**src/rtl/nark_mem_pkg.sv**
```systemverilog
// Shared types and constants for the NARK memory-access stage.
package nark_mem_pkg;

    typedef enum logic [1:0] {IDLE, REQ, DONE} mem_state_t;

    localparam int unsigned MEM_TIMEOUT = 8;
    localparam int unsigned REG_ADDR_W  = 4;

    // Counter must be able to hold TIMEOUT itself.
    function automatic int unsigned cnt_width(input int unsigned timeout);
        return $clog2(timeout + 1);
    endfunction

    localparam int unsigned MEM_CNT_W = cnt_width(MEM_TIMEOUT);

endpackage

```
**src/rtl/memory_access_stage_if.sv**
```systemverilog
// Execute-side bundle, data-memory bus and write-back bundle of the memory stage.
interface memory_access_stage_if #(parameter int unsigned BITS = 24);
    import nark_mem_pkg::*;

    logic                  ValidE;
    logic [BITS-1:0]       ALUResultE;
    logic [BITS-1:0]       WriteDataE;
    logic [REG_ADDR_W-1:0] WA4E;
    logic                  RegWriteE;
    logic                  MemtoRegE;
    logic                  MemWriteE;
    logic                  StallM;

    logic                  MemReq;
    logic                  MemWe;
    logic [BITS-1:0]       MemAddr;
    logic [BITS-1:0]       MemWData;
    logic [BITS-1:0]       MemRData;
    logic                  MemAck;

    logic                  ValidW;
    logic                  RegWriteW;
    logic                  MemtoRegW;
    logic                  MemErrW;
    logic [BITS-1:0]       ALUResultW;
    logic [BITS-1:0]       ReadDataW;
    logic [REG_ADDR_W-1:0] WA4W;

    modport master (
        input  ValidE, ALUResultE, WriteDataE, WA4E, RegWriteE, MemtoRegE, MemWriteE,
        input  MemRData, MemAck,
        output StallM, MemReq, MemWe, MemAddr, MemWData,
        output ValidW, RegWriteW, MemtoRegW, MemErrW, ALUResultW, ReadDataW, WA4W
    );

    modport slave (
        output ValidE, ALUResultE, WriteDataE, WA4E, RegWriteE, MemtoRegE, MemWriteE,
        output MemRData, MemAck,
        input  StallM, MemReq, MemWe, MemAddr, MemWData,
        input  ValidW, RegWriteW, MemtoRegW, MemErrW, ALUResultW, ReadDataW, WA4W
    );

endinterface

```
**src/rtl/mem_wb_register.sv**
```systemverilog
// Load-enabled pipeline register for the write-back bank.
module mem_wb_register #(
    parameter int unsigned WIDTH = 8
) (
    input  logic             clk,
    input  logic             rst,
    input  logic             load,
    input  logic [WIDTH-1:0] d,
    output logic [WIDTH-1:0] q
);

    always_ff @(posedge clk or posedge rst) begin
        if (rst) begin
            q <= '0;
        end else if (load) begin
            q <= d;
        end
    end

endmodule

```
**src/rtl/memory_access_stage.sv**
```systemverilog
// NARK memory stage: req/ack transaction to data memory with timeout, then a registered W bundle.
module memory_access_stage
    import nark_mem_pkg::*;
#(
    parameter int unsigned BITS    = 24,
    parameter int unsigned TIMEOUT = MEM_TIMEOUT
) (
    input  logic                  CLK,
    input  logic                  RST,
    memory_access_stage_if.master bus
);

    localparam int unsigned CNT_W = cnt_width(TIMEOUT);
    localparam int unsigned WB_W  = 2 + REG_ADDR_W + 2 * BITS;

    mem_state_t            state;
    logic [CNT_W-1:0]      cnt;
    logic [BITS-1:0]       req_addr;
    logic [BITS-1:0]       req_wdata;
    logic [BITS-1:0]       rdata;
    logic [REG_ADDR_W-1:0] req_wa;
    logic                  req_rw;
    logic                  req_load;
    logic                  req_we;
    logic                  err;

    logic                  mem_op;
    logic                  wb_load;
    logic [WB_W-1:0]       wb_d;
    logic [WB_W-1:0]       wb_q;
    logic [1:0]            flags_d;
    logic [1:0]            flags_q;

    assign mem_op = bus.ValidE & (bus.MemtoRegE | bus.MemWriteE);

    // Transaction FSM with request registers and timeout counter.
    always_ff @(posedge CLK or posedge RST) begin
        if (RST) begin
            state     <= IDLE;
            cnt       <= '0;
            req_addr  <= '0;
            req_wdata <= '0;
            rdata     <= '0;
            req_wa    <= '0;
            req_rw    <= 1'b0;
            req_load  <= 1'b0;
            req_we    <= 1'b0;
            err       <= 1'b0;
        end else begin
            case (state)
                IDLE: begin
                    if (mem_op) begin
                        req_addr  <= bus.ALUResultE;
                        req_wdata <= bus.WriteDataE;
                        req_wa    <= bus.WA4E;
                        req_rw    <= bus.RegWriteE;
                        // Load+store together behaves as a plain store.
                        req_load  <= bus.MemtoRegE & ~bus.MemWriteE;
                        req_we    <= bus.MemWriteE;
                        rdata     <= '0;
                        cnt       <= '0;
                        err       <= 1'b0;
                        state     <= REQ;
                    end
                end
                REQ: begin
                    if (bus.MemAck) begin
                        rdata <= req_load ? bus.MemRData : '0;
                        state <= DONE;
                    end else if (cnt == CNT_W'(TIMEOUT - 1)) begin
                        err   <= 1'b1;
                        state <= DONE;
                    end else begin
                        cnt <= cnt + CNT_W'(1);
                    end
                end
                DONE:    state <= IDLE;
                default: state <= IDLE;
            endcase
        end
    end

    // W-bank next values; the E bundle seen in DONE is the finished op and is dropped.
    always_comb begin
        wb_load = 1'b0;
        wb_d    = '0;
        flags_d = 2'b00;
        case (state)
            IDLE: begin
                flags_d = {bus.ValidE & ~mem_op, 1'b0};
                if (bus.ValidE && !mem_op) begin
                    wb_load = 1'b1;
                    wb_d    = {bus.RegWriteE, bus.MemtoRegE, bus.WA4E, bus.ALUResultE, {BITS{1'b0}}};
                end
            end
            DONE: begin
                flags_d = {1'b1, err};
                wb_load = 1'b1;
                wb_d    = {req_rw & ~err, req_load, req_wa, req_addr, rdata};
            end
            default: begin
                flags_d = 2'b00;
            end
        endcase
    end

    mem_wb_register #(.WIDTH(WB_W)) u_wb_data (
        .clk  (CLK),
        .rst  (RST),
        .load (wb_load),
        .d    (wb_d),
        .q    (wb_q)
    );

    mem_wb_register #(.WIDTH(2)) u_wb_flags (
        .clk  (CLK),
        .rst  (RST),
        .load (1'b1),
        .d    (flags_d),
        .q    (flags_q)
    );

    assign {bus.RegWriteW, bus.MemtoRegW, bus.WA4W, bus.ALUResultW, bus.ReadDataW} = wb_q;
    assign {bus.ValidW, bus.MemErrW} = flags_q;

    // Stall is needed in the same cycle a memory op arrives.
    assign bus.StallM   = ~RST & (((state == IDLE) & mem_op) | (state == REQ));
    assign bus.MemReq   = (state == REQ);
    assign bus.MemWe    = (state == REQ) & req_we;
    assign bus.MemAddr  = req_addr;
    assign bus.MemWData = req_wdata;

endmodule

```
**src/flat_wrapper.sv**
```systemverilog
// flat-port wrapper written by rule: the top's interface ports become plain ports
module memory_access_stage_flat import nark_mem_pkg::*;
#(
    parameter int unsigned BITS    = 24,
    parameter int unsigned TIMEOUT = MEM_TIMEOUT
)
  (CLK, RST, bus_ValidE, bus_ALUResultE, bus_WriteDataE, bus_WA4E, bus_RegWriteE, bus_MemtoRegE, bus_MemWriteE, bus_MemRData, bus_MemAck, bus_StallM, bus_MemReq, bus_MemWe, bus_MemAddr, bus_MemWData, bus_ValidW, bus_RegWriteW, bus_MemtoRegW, bus_MemErrW, bus_ALUResultW, bus_ReadDataW, bus_WA4W);
  memory_access_stage_if #(.BITS(BITS)) bus_i ();
  input  logic CLK;
  input  logic RST;
  input wire logic [$bits(bus_i.ValidE)-1:0] bus_ValidE;
  input wire logic [$bits(bus_i.ALUResultE)-1:0] bus_ALUResultE;
  input wire logic [$bits(bus_i.WriteDataE)-1:0] bus_WriteDataE;
  input wire logic [$bits(bus_i.WA4E)-1:0] bus_WA4E;
  input wire logic [$bits(bus_i.RegWriteE)-1:0] bus_RegWriteE;
  input wire logic [$bits(bus_i.MemtoRegE)-1:0] bus_MemtoRegE;
  input wire logic [$bits(bus_i.MemWriteE)-1:0] bus_MemWriteE;
  input wire logic [$bits(bus_i.MemRData)-1:0] bus_MemRData;
  input wire logic [$bits(bus_i.MemAck)-1:0] bus_MemAck;
  output wire logic [$bits(bus_i.StallM)-1:0] bus_StallM;
  output wire logic [$bits(bus_i.MemReq)-1:0] bus_MemReq;
  output wire logic [$bits(bus_i.MemWe)-1:0] bus_MemWe;
  output wire logic [$bits(bus_i.MemAddr)-1:0] bus_MemAddr;
  output wire logic [$bits(bus_i.MemWData)-1:0] bus_MemWData;
  output wire logic [$bits(bus_i.ValidW)-1:0] bus_ValidW;
  output wire logic [$bits(bus_i.RegWriteW)-1:0] bus_RegWriteW;
  output wire logic [$bits(bus_i.MemtoRegW)-1:0] bus_MemtoRegW;
  output wire logic [$bits(bus_i.MemErrW)-1:0] bus_MemErrW;
  output wire logic [$bits(bus_i.ALUResultW)-1:0] bus_ALUResultW;
  output wire logic [$bits(bus_i.ReadDataW)-1:0] bus_ReadDataW;
  output wire logic [$bits(bus_i.WA4W)-1:0] bus_WA4W;
  assign bus_i.ValidE = bus_ValidE;
  assign bus_i.ALUResultE = bus_ALUResultE;
  assign bus_i.WriteDataE = bus_WriteDataE;
  assign bus_i.WA4E = bus_WA4E;
  assign bus_i.RegWriteE = bus_RegWriteE;
  assign bus_i.MemtoRegE = bus_MemtoRegE;
  assign bus_i.MemWriteE = bus_MemWriteE;
  assign bus_i.MemRData = bus_MemRData;
  assign bus_i.MemAck = bus_MemAck;
  assign bus_StallM = bus_i.StallM;
  assign bus_MemReq = bus_i.MemReq;
  assign bus_MemWe = bus_i.MemWe;
  assign bus_MemAddr = bus_i.MemAddr;
  assign bus_MemWData = bus_i.MemWData;
  assign bus_ValidW = bus_i.ValidW;
  assign bus_RegWriteW = bus_i.RegWriteW;
  assign bus_MemtoRegW = bus_i.MemtoRegW;
  assign bus_MemErrW = bus_i.MemErrW;
  assign bus_ALUResultW = bus_i.ALUResultW;
  assign bus_ReadDataW = bus_i.ReadDataW;
  assign bus_WA4W = bus_i.WA4W;
  memory_access_stage #(.BITS(BITS), .TIMEOUT(TIMEOUT)) u_core (.CLK(CLK), .RST(RST), .bus(bus_i));
endmodule
```
**config.mk**
```make
export PLATFORM = sky130hd
export DESIGN_NAME = memory_access_stage_flat
export DESIGN_NICKNAME = d
export VERILOG_FILES = /design/src/rtl/nark_mem_pkg.sv /design/src/rtl/memory_access_stage_if.sv /design/src/rtl/mem_wb_register.sv /design/src/rtl/memory_access_stage.sv /design/src/flat_wrapper.sv
export SDC_FILE = /design/constraint.sdc
export NUM_CORES = 1
export LEC_CHECK = 0
export CAP_MARGIN = 20
export CORE_MARGIN = 10
export CORE_UTILIZATION = 42
export DETAILED_ROUTE_END_ITERATION = 6
export PLACE_DENSITY = 0.76
export SLEW_MARGIN = 40
export SYNTH_ARGS = -nofsm -noshare
export SYNTH_HDL_FRONTEND = slang
export SYNTH_SLANG_ARGS = --single-unit
```
**constraint.sdc**
```tcl
create_clock -name CLK -period 4.6 [get_ports CLK]
set_input_delay 0.92 -clock CLK [delete_from_list [all_inputs] [get_ports CLK]]
set_output_delay 0.92 -clock CLK [all_outputs]
set_load 0.1 [all_outputs]
```
==> reports/qor.txt, run 1 <==
Run status -> complete, no violations
Compound-Gate Fraction of Synth Area -> 14.5%
RSZ-0062 raised after global routing -> false
Number of max-cap violations -> 0
Syn_area_per_cell -> 15.3 um^2
Post-synthesis mux area share -> 13.7%
DR WL/cell -> 20.0 um
Antenna cells -> 0
Main combinational cell family by area after synthesis -> compound AO/OA/AOI/OAI gates
Largest net degree at the start of global routing -> 95
Worst-Skew Late Latency -> 0.41 ns
HP Class -> reg -> reg
Largest cells by area after synthesis -> dfrtp_1 (61%), mux2_4 (12%), a221o_1 (5.0%)
Clock slew at reported path FFs -> 0.05 ns
Post-route ant nets -> 0
Simple-gate area share of the yosys netlist -> 6.14%
Top cells by count, synth -> dfrtp_1 (142), mux2_4 (48), and3_1 (30), a221o_1 (29)
Share of cells above drive strength 1 -> 36.4%
Initial core utilization -> 43.5%
Worst Path Max Fanout -> 6
Tcrit/Tclk final -> 70.6%
Die W -> 138 um
Ports -> 190
Final Hold Viols -> 0
Most frequent cell after synthesis -> dfrtp_1
Critical Path End Type -> primary output
Post-Route WL -> 15100 um
Vias in the first global route -> 4378
Total clock sinks -> 142
Total CTS buffers -> 17
Post-synth ARST share -> 100%
Endpoints failing setup -> 0
WP data arrival -> 2.33 ns
TritonCTS clock tree -> built
Initial DRC count -> 218
Sequential-to-total area share from yosys stat -> 60.9%
Yosys top cell area share -> 60.9%
Fmax -> 308 MHz
Cell taking the most area after synthesis -> dfrtp_1
CP max-delay cell -> clkdlybuf4s50_1
Post-synth EDFFs -> 0
Drt via density -> 5.33
CORE AREA -> 0.0134 mm^2
Post-CTS Resized -> 0
Top FF cell, synth -> dfrtp_1
Area share of fa/ha/maj cells after synthesis -> 0.215%
H-tree levels -> 4
XOR/XNOR Fraction of Synth Area -> 0%
Worst slew pin tran -> 0.638 ns
Area Growth Syn to Fin -> 35.8%
Mapped Cells -> 382
Gr usage total -> 15.9%
Initial antenna violation count -> 0
DRT Pass-1 Iters -> 4
Synth Warn # -> 0
Gr ovfl total -> 0
Cell family with most CP delay -> buffers and inverters
Clock root buffer -> clkbuf_16
Slew Limit Headroom -> 57.5%
Unique masters post-synth -> 36
Die area -> 0.0190 mm^2
Mapped Nets -> 466
CP peak stage delay -> 0.66 ns
Synth Register Bits -> 142
TNS Setup -> 0 ns
DP Worst Slack -> 1.38 ns
Critical path launch point type -> primary input
CTS Buffer Depth -> 2
Post-DP HPWL -> 10600 um
Clk_skew -> 0.00551 ns
Postcts setup bufs -> 0
Slew Viols, Final -> 0
DRC -> 0
Core Rows -> 42
Required time of the critical path -> 3.68 ns
Port Buf Inserts -> 189
Post-Syn Area -> 0.00583 mm^2
WS Path Type -> in -> out
Final min period -> 3.25 ns
Setup WS post-layout -> 1.35 ns
First-pass GRT wire length -> 23700 um
Buf/Inv on CP -> 2
Vias -> 4022
# nets final -> 650
DIE HEIGHT -> 138 um
Placer Congestion -> 0.751
Hold Buf Count CTS -> 0
Crit path cell chain -> clkdlybuf4s50_1, o21a_1, nor2_1, nor3_1, buf_4
per-layer routing:
metal / part of all wire, % / vias up / global-route usage (%) / wire length [um]
met5: 0 / - / 0 / 0
met4: 1.2 / 0 / 4.75 / 188
met3: 8.3 / 14 / 7.03 / 1260
met2: 49 / 141 / 25.3 / 7390
met1: 42 / 2034 / 19.0 / 6290
li1: - / 1833 / - / -
cells by family after synthesis:
kind of cell,count (synthesis)
and+or+nand+nor,56
DFF,142
AOI/OAI and AO/OA,92
muxes,55
adders and majority gates,1
buffers and inverters,36
metrics by stage:
step | hold WS [ns] | area (um^2) | utilization (%) | instances
after detailed placement | 0.479 | 7270 | 54.2 | 721
after global placement | 0.476 | 7790 | 58.1 | 721
final | 0.487 | 7920 | 59.1 | 755
after global routing | 0.504 | 7920 | 59.1 | 755
after CTS | 0.491 | 7880 | 58.8 | 753
after floorplan | 0.466 | 5840 | - | 382
final timing paths:
kind,endpoint,cells after the start,from,slack (ns)
setup / recovery,bus_StallM,5,bus_MemWriteE,1.35
hold / removal,u_core.u_wb_data.q[2]$_DFFE_PP0P_,1,u_core.rdata[2]$_DFFE_PP0P_,0.49
setup reg to reg,u_core.bus.MemAddr[9]$_DFFE_PP0P_,4,u_core.state[0]$_DFFE_PP0P_,2.43
hold reg to reg,u_core.u_wb_data.q[2]$_DFFE_PP0P_,1,u_core.rdata[2]$_DFFE_PP0P_,0.49
max in group asynchronous,u_core.rdata[8]$_DFFE_PP0P_,4,RST,2.74
min in group asynchronous,u_core.u_wb_data.q[42]$_DFFE_PP0P_,2,RST,0.88
state kept, by name, summed over array words and instances, names as in the netlist:
register	flops
u_core.u_wb_data.q	54
u_core.bus.MemAddr	24
u_core.bus.MemWData	24
u_core.rdata	24
u_core.cnt	4
u_core.req_wa	4
u_core.state	2
u_core.u_wb_flags.q	2
u_core.err	1
u_core.req_load	1
u_core.req_rw	1
u_core.req_we	1
worst register-to-register path, stage by stage, from the launching register on:
cell	delay, ns
dfrtp_1	0.50
or2_4	0.34
nor2_8	0.52
buf_12	0.32
mux2_2	0.38
cell usage in the layout, fill, tap and decap left out, drive strengths merged, types with 4 or more instances in the layout:
cell	n
o21ai	4
buf	115
a221o	29
dfrtp	142
mux2	55
and3	30
clkbuf	28
a32o	25
nor2	6
a22o	25
clkdlybuf4s50	82
area by class of cell:
cell class / instances / area [um^2]
clock buffer: 28 / 537
clock inverter: 4 / 72.6
fill: 1073 / 5480
inverter: 4 / 18.8
multi-input combinational: 204 / 2050
sequential: 142 / 3550
tap: 176 / 220
timing repair buffer: 197 / 1460
Power of run 1 is not shown: default switching activity piles up to over one toggle a cycle in this logic, so the estimate is an artifact.
==> run 2, diff against run 1 <==
Clock period 4.6 ns to 2.6 ns, I/O delays scaled along.
==> reports/qor.txt, run 2 (synthesis results as in run 1) <==
Run status -> complete, no violations (unchanged)
Largest net degree at the start of global routing -> 55 (was 95)
Required time of the critical path -> 2.08 ns (was 3.68 ns)
Post-DP HPWL -> 11300 um (was 10600 um)
Total clock sinks -> 142 (unchanged)
Gr ovfl total -> 0 (unchanged)
Vias in the first global route -> 4541 (was 4378)
Placed inst area -> 0.00768 mm^2 (was 0.00727 mm^2)
Crit path cell chain -> clkdlybuf4s50_1, o21a_1, nor2_1, nor3_2, buf_12 (was clkdlybuf4s50_1, o21a_1, nor2_1, nor3_1, buf_4)
CORE AREA -> 0.0134 mm^2 (unchanged)
HP Class -> reg -> reg (unchanged)
Slew Limit Headroom -> 46.0% (was 57.5%)
Worst slew pin tran -> 0.807 ns (was 0.638 ns)
# nets final -> 655 (was 650)
Port Buf Inserts -> 189 (unchanged)
TNS Setup -> 0 ns (unchanged)
First-pass GRT wire length -> 24700 um (was 23700 um)
Fmax -> 419 MHz
Initial DRC count -> 228 (was 218)
Setup WS post-layout -> 0.216 ns (was 1.35 ns)
Clk_skew -> 0.00684 ns (was 0.00551 ns)
Initial antenna violation count -> 0 (unchanged)
Buf/Inv on CP -> 2 (unchanged)
Tcrit/Tclk final -> 91.7%
Critical Path End Type -> primary output (unchanged)
Design Area, Final -> 0.00834 mm^2 (was 0.00792 mm^2)
CP peak stage delay -> 0.66 ns (about the same)
DP Cell Count -> 728 (was 721)
R2R depth -> 4 (unchanged)
Final Hold Viols -> 0 (unchanged)
Post-route ant nets -> 0 (unchanged)
Number of max-cap violations -> 0 (unchanged)
Largest reg by FF count -> u_core.u_wb_data.q (unchanged)
CP max-delay cell -> clkdlybuf4s50_1 (unchanged)
Gr usage total -> 16.7% (was 15.9%)
DIE HEIGHT -> 138 um (unchanged)
Hold Crit Depth -> 1 (unchanged)
Initial core utilization -> 43.5% (unchanged)
Worst reg2reg setup slack -> 0.60 ns (was 2.43 ns)
DRT Pass-1 Iters -> 4 (unchanged)
Crit Reg-Reg Endpoint -> u_core.rdata[8]$_DFFE_PP0P_ (was u_core.bus.MemAddr[9]$_DFFE_PP0P_)
Final min period -> 2.38 ns
Postcts setup bufs -> 0 (unchanged)
Share of cells above drive strength 1 -> 37.3% (was 36.4%)
Post-Route WL -> 15800 um (was 15100 um)
Post-CTS Resized -> 0 (unchanged)
Die area -> 0.0190 mm^2 (unchanged)
H-tree levels -> 4 (unchanged)
Die W -> 138 um (unchanged)
DRC -> 0 (unchanged)
WP data arrival -> 1.86 ns (was 2.33 ns)
DR WL/cell -> 20.8 um (was 20.0 um)
Worst R2R Start -> u_core.state[0]$_DFFE_PP0P_ (unchanged)
Worst Path Max Fanout -> 6 (unchanged)
Area Growth Syn to Fin -> 42.9% (was 35.8%)
Clock root buffer -> clkbuf_16 (unchanged)
CTS Buffer Depth -> 2 (unchanged)
TritonCTS clock tree -> built (unchanged)
Clock slew at reported path FFs -> 0.05 ns (about the same)
Total CTS buffers -> 17 (unchanged)
Hold path startpoint -> u_core.rdata[4]$_DFFE_PP0P_ (was u_core.rdata[2]$_DFFE_PP0P_)
Cell family with most CP delay -> buffers and inverters (unchanged)
Fin cells -> 760 (was 755)
Hold path endpoint -> u_core.u_wb_data.q[4]$_DFFE_PP0P_ (was u_core.u_wb_data.q[2]$_DFFE_PP0P_)
Hold Buf Count CTS -> 0 (unchanged)
Critical path launch point type -> primary input (unchanged)
Endpoints failing setup -> 0 (unchanged)
Slew Viols, Final -> 0 (unchanged)
RSZ-0062 raised after global routing -> false (unchanged)
Core Rows -> 42 (unchanged)
Commonest non-fill, non-tap cell in the layout -> dfrtp_1 (unchanged)
Drt via density -> 5.37 (was 5.33)
Antenna cells -> 0 (unchanged)
Commonest non-fill, non-tap cells in the layout -> dfrtp_1 (142), buf_4 (111), clkdlybuf4s50_1 (82) (was dfrtp_1 (142), buf_2 (106), clkdlybuf4s50_1 (82))
WS Path Type -> in -> out (unchanged)
Max FFs per register -> 54 (unchanged)
Placer Congestion -> 0.778 (was 0.751)
Vias -> 4083 (was 4022)
Worst-Skew Late Latency -> 0.41 ns (about the same)
Ports -> 190 (unchanged)
DP Worst Slack -> 0.175 ns (was 1.38 ns)
-- run 2: how the worst max path moves through the flow --
stage | slack [ns] | depth (start not counted) | startpoint | endpoint
global placement | 0.24 | 5 | bus_ValidE | u_core.u_wb_data.q[49]$_DFFE_PP0P_
finish | 0.22 | 5 | bus_MemWriteE | bus_StallM
global route | 0.13 | 3 | u_core.state[0]$_DFFE_PP0P_ | bus_MemWe
floorplan | 0.21 | 3 | bus_MemtoRegE | bus_StallM
detailed placement | 0.17 | 5 | bus_ValidE | u_core.u_wb_data.q[24]$_DFFE_PP0P_
CTS | 0.21 | 3 | u_core.state[0]$_DFFE_PP0P_ | bus_MemWe
-- run 2: through the flow --
step / hold WS (ns) / utilization (%)
4_1_cts: 0.490 / 62.2
2_1_floorplan: 0.466 / -
6_report: 0.492 / 62.2
5_1_grt: 0.509 / 62.2
3_3_place_gp: 0.471 / 57.2
3_5_place_dp: 0.478 / 57.3
-- run 2: routing by layer --
layer | track usage, % | part of all wire, % | up-vias
met2 | 27.5 | 50 | 165
li1 | - | - | 1845
met4 | 6.32 | 1.8 | 0
met1 | 19.4 | 39 | 2055
met5 | 0 | 0 | -
met3 | 6.19 | 8.9 | 18
-- run 2: layout make-up --
class	count	area [um^2]
Clock buffer	22	474
Clock inverter	10	184
Multi-Input combinational cell	204	2050
Fill cell	1013	5060
Timing Repair Buffer	202	1830
Inverter	4	18.8
Tap cell	176	220
Sequential cell	142	3550
Power of run 2 is left out for the same reason.
==> run 3, diff against run 2 <==
Settings changed: CORE_MARGIN 10 to 3, PLACE_DENSITY 0.76 to 0.83.
==> reports/qor.txt, run 3 (synthesis results as in run 1) <==
Required time of the critical path -> 2.08 ns (about the same)
Clock slew at reported path FFs -> 0.06 ns (was 0.05 ns)
WP data arrival -> 1.82 ns (was 1.86 ns)
Hold Buf Count CTS -> 0 (unchanged)
Worst-Skew Late Latency -> 0.41 ns (about the same)
Final min period -> 2.34 ns (was 2.38 ns)
CP max-delay cell -> clkdlybuf4s50_1 (unchanged)
Area Growth Syn to Fin -> 41.4% (was 42.9%)
Slew Limit Headroom -> 61.8% (was 46.0%)
Number of max-cap violations -> 0 (unchanged)
Vias -> 4115 (was 4083)
Max FFs per register -> 54 (unchanged)
Gr usage total -> 18.6% (was 16.7%)
HP Class -> reg -> reg (unchanged)
CTS Buffer Depth -> 2 (unchanged)
Worst R2R Start -> u_core.state[1]$_DFFE_PP0P_ (was u_core.state[0]$_DFFE_PP0P_)
Tcrit/Tclk final -> 90.1% (was 91.7%)
Placer Congestion -> 0.776 (was 0.778)
Multi-input combinational cell area -> 0.00205 mm^2 (unchanged)
Initial DRC count -> 252 (was 228)
Gr ovfl total -> 0 (unchanged)
Largest net degree at the start of global routing -> 91 (was 55)
Worst reg2reg setup slack -> 0.77 ns (was 0.60 ns)
Logic depth of the worst path, buffers included -> 5 (unchanged)
Commonest non-fill, non-tap cell in the layout -> dfrtp_1 (unchanged)
Post-Route WL -> 14200 um (was 15800 um)
Cell family with most CP delay -> buffers and inverters (unchanged)
Endpoints failing setup -> 0 (unchanged)
Vias in the first global route -> 4286 (was 4541)
Total CTS buffers -> 17 (unchanged)
R2R depth -> 4 (unchanged)
Port Buf Inserts -> 189 (unchanged)
Post-CTS Resized -> 0 (unchanged)
TNS Setup -> 0 ns (unchanged)
Clock root buffer -> clkbuf_16 (unchanged)
Fmax -> 427 MHz (was 419 MHz)
RSZ-0062 raised after global routing -> false (unchanged)
Critical Path End Type -> primary output (unchanged)
Core Rows -> 42 (unchanged)
WS Path Type -> in -> out (unchanged)
DRT Pass-1 Iters -> 4 (unchanged)
Slew Viols, Final -> 0 (unchanged)
# nets final -> 653 (was 655)
Worst slew pin tran -> 0.571 ns (was 0.807 ns)
Total clock sinks -> 142 (unchanged)
Crit Reg-Reg Endpoint -> u_core.bus.MemAddr[8]$_DFFE_PP0P_ (was u_core.rdata[8]$_DFFE_PP0P_)
Postcts setup bufs -> 0 (unchanged)
Run status -> complete, no violations (unchanged)
Share of cells above drive strength 1 -> 37.5% (was 37.3%)
Antenna cells -> 0 (unchanged)
Worst Path Max Fanout -> 6 (unchanged)
Worst setup startpoint -> bus_MemWriteE (unchanged)
Largest reg by FF count -> u_core.u_wb_data.q (unchanged)
Die W -> 124 um (was 138 um)
Post-route ant nets -> 0 (unchanged)
DIE HEIGHT -> 124 um (was 138 um)
TritonCTS clock tree -> built (unchanged)
First-pass GRT wire length -> 22100 um (was 24700 um)
Final Hold Viols -> 0 (unchanged)
Crit path cell chain -> clkdlybuf4s50_1, o21a_1, nor2_1, nor3_2, buf_12 (unchanged)
Ports -> 190 (unchanged)
Critical path launch point type -> primary input (unchanged)
Commonest non-fill, non-tap cells in the layout -> dfrtp_1 (142), buf_4 (110), clkdlybuf4s50_1 (82) (was dfrtp_1 (142), buf_4 (111), clkdlybuf4s50_1 (82))
Hold path startpoint -> u_core.rdata[21]$_DFFE_PP0P_ (was u_core.rdata[4]$_DFFE_PP0P_)
Buf/Inv on CP -> 2 (unchanged)
Fill cells -> 1018 (was 1013)
Initial antenna violation count -> 0 (unchanged)
DRC -> 0 (unchanged)
DR WL/cell -> 18.7 um (was 20.8 um)
Drt via density -> 5.43 (was 5.37)
End of the critical path -> bus_StallM (unchanged)
CORE AREA -> 0.0134 mm^2 (unchanged)
Post-DP HPWL -> 9750 um (was 11300 um)
H-tree levels -> 4 (unchanged)
Storage cell area -> 0.00355 mm^2 (unchanged)
CP peak stage delay -> 0.65 ns (was 0.66 ns)
Die area -> 0.0153 mm^2 (was 0.0190 mm^2)
Clk_skew -> 0.00962 ns (was 0.00684 ns)
Initial core utilization -> 43.5% (unchanged)
## run 3: changes by cell type in the layout (fill, tap and decap cells not counted)
| cell | previous run | this run |
|---|---|---|
| buf_12 | 9 | 8 |
| buf_4 | 111 | 110 |
| clkinv_4 | 1 | 3 |
| clkbuf_1 | 2 | 0 |
| clkinvlp_4 | 3 | 7 |
| clkbuf_8 | 3 | 2 |
| bufinv_16 | 5 | 2 |
## run 3: how the worst min path moves through the flow
stage	end	slack [ns]	depth (start not counted)
detailed placement	u_core.u_wb_data.q[6]$_DFFE_PP0P_	0.48	1
global route	u_core.u_wb_data.q[23]$_DFFE_PP0P_	0.51	1
CTS	u_core.u_wb_data.q[21]$_DFFE_PP0P_	0.49	1
finish	u_core.u_wb_data.q[21]$_DFFE_PP0P_	0.49	1
floorplan	u_core.u_wb_data.q[0]$_DFFE_PP0P_	0.47	1
global placement	u_core.u_wb_data.q[6]$_DFFE_PP0P_	0.47	1
## run 3: layout make-up
| class | count | share of cell area (%) |
|---|---|---|
| clock buffers | 19 | 5.49 |
| clock inverters | 13 | 1.71 |
| inverters | 4 | 0.228 |
| multi-input cells | 204 | 24.9 |
| flip-flops and latches | 142 | 43.1 |
| well taps | 176 | 2.67 |
| repair buffers | 200 | 21.9 |
## run 3: metal layers
metal | GRT usage (%) | vias to the layer above | routed length (um)
met4 | 8.79 | 0 | 297
met1 | 22.4 | 2099 | 5640
met5 | 0 | - | 0
li1 | - | 1832 | -
met3 | 5.99 | 25 | 1070
met2 | 30.3 | 159 | 7140
## run 3: stage by stage
stage / worst slack [ns] / area [um^2] / utilization [%] / hold WS (ns) / cells
floorplan: 0.209 / 5840 / - / 0.466 / 382
global placement: 0.244 / 7640 / 57.0 / 0.473 / 726
global route: 0.187 / 8240 / 61.5 / 0.513 / 758
detailed placement: 0.244 / 7650 / 57.1 / 0.480 / 726
CTS: 0.248 / 8240 / 61.5 / 0.488 / 758
finish: 0.256 / 8240 / 61.5 / 0.487 / 758
Power of run 3 is left out for the same reason.
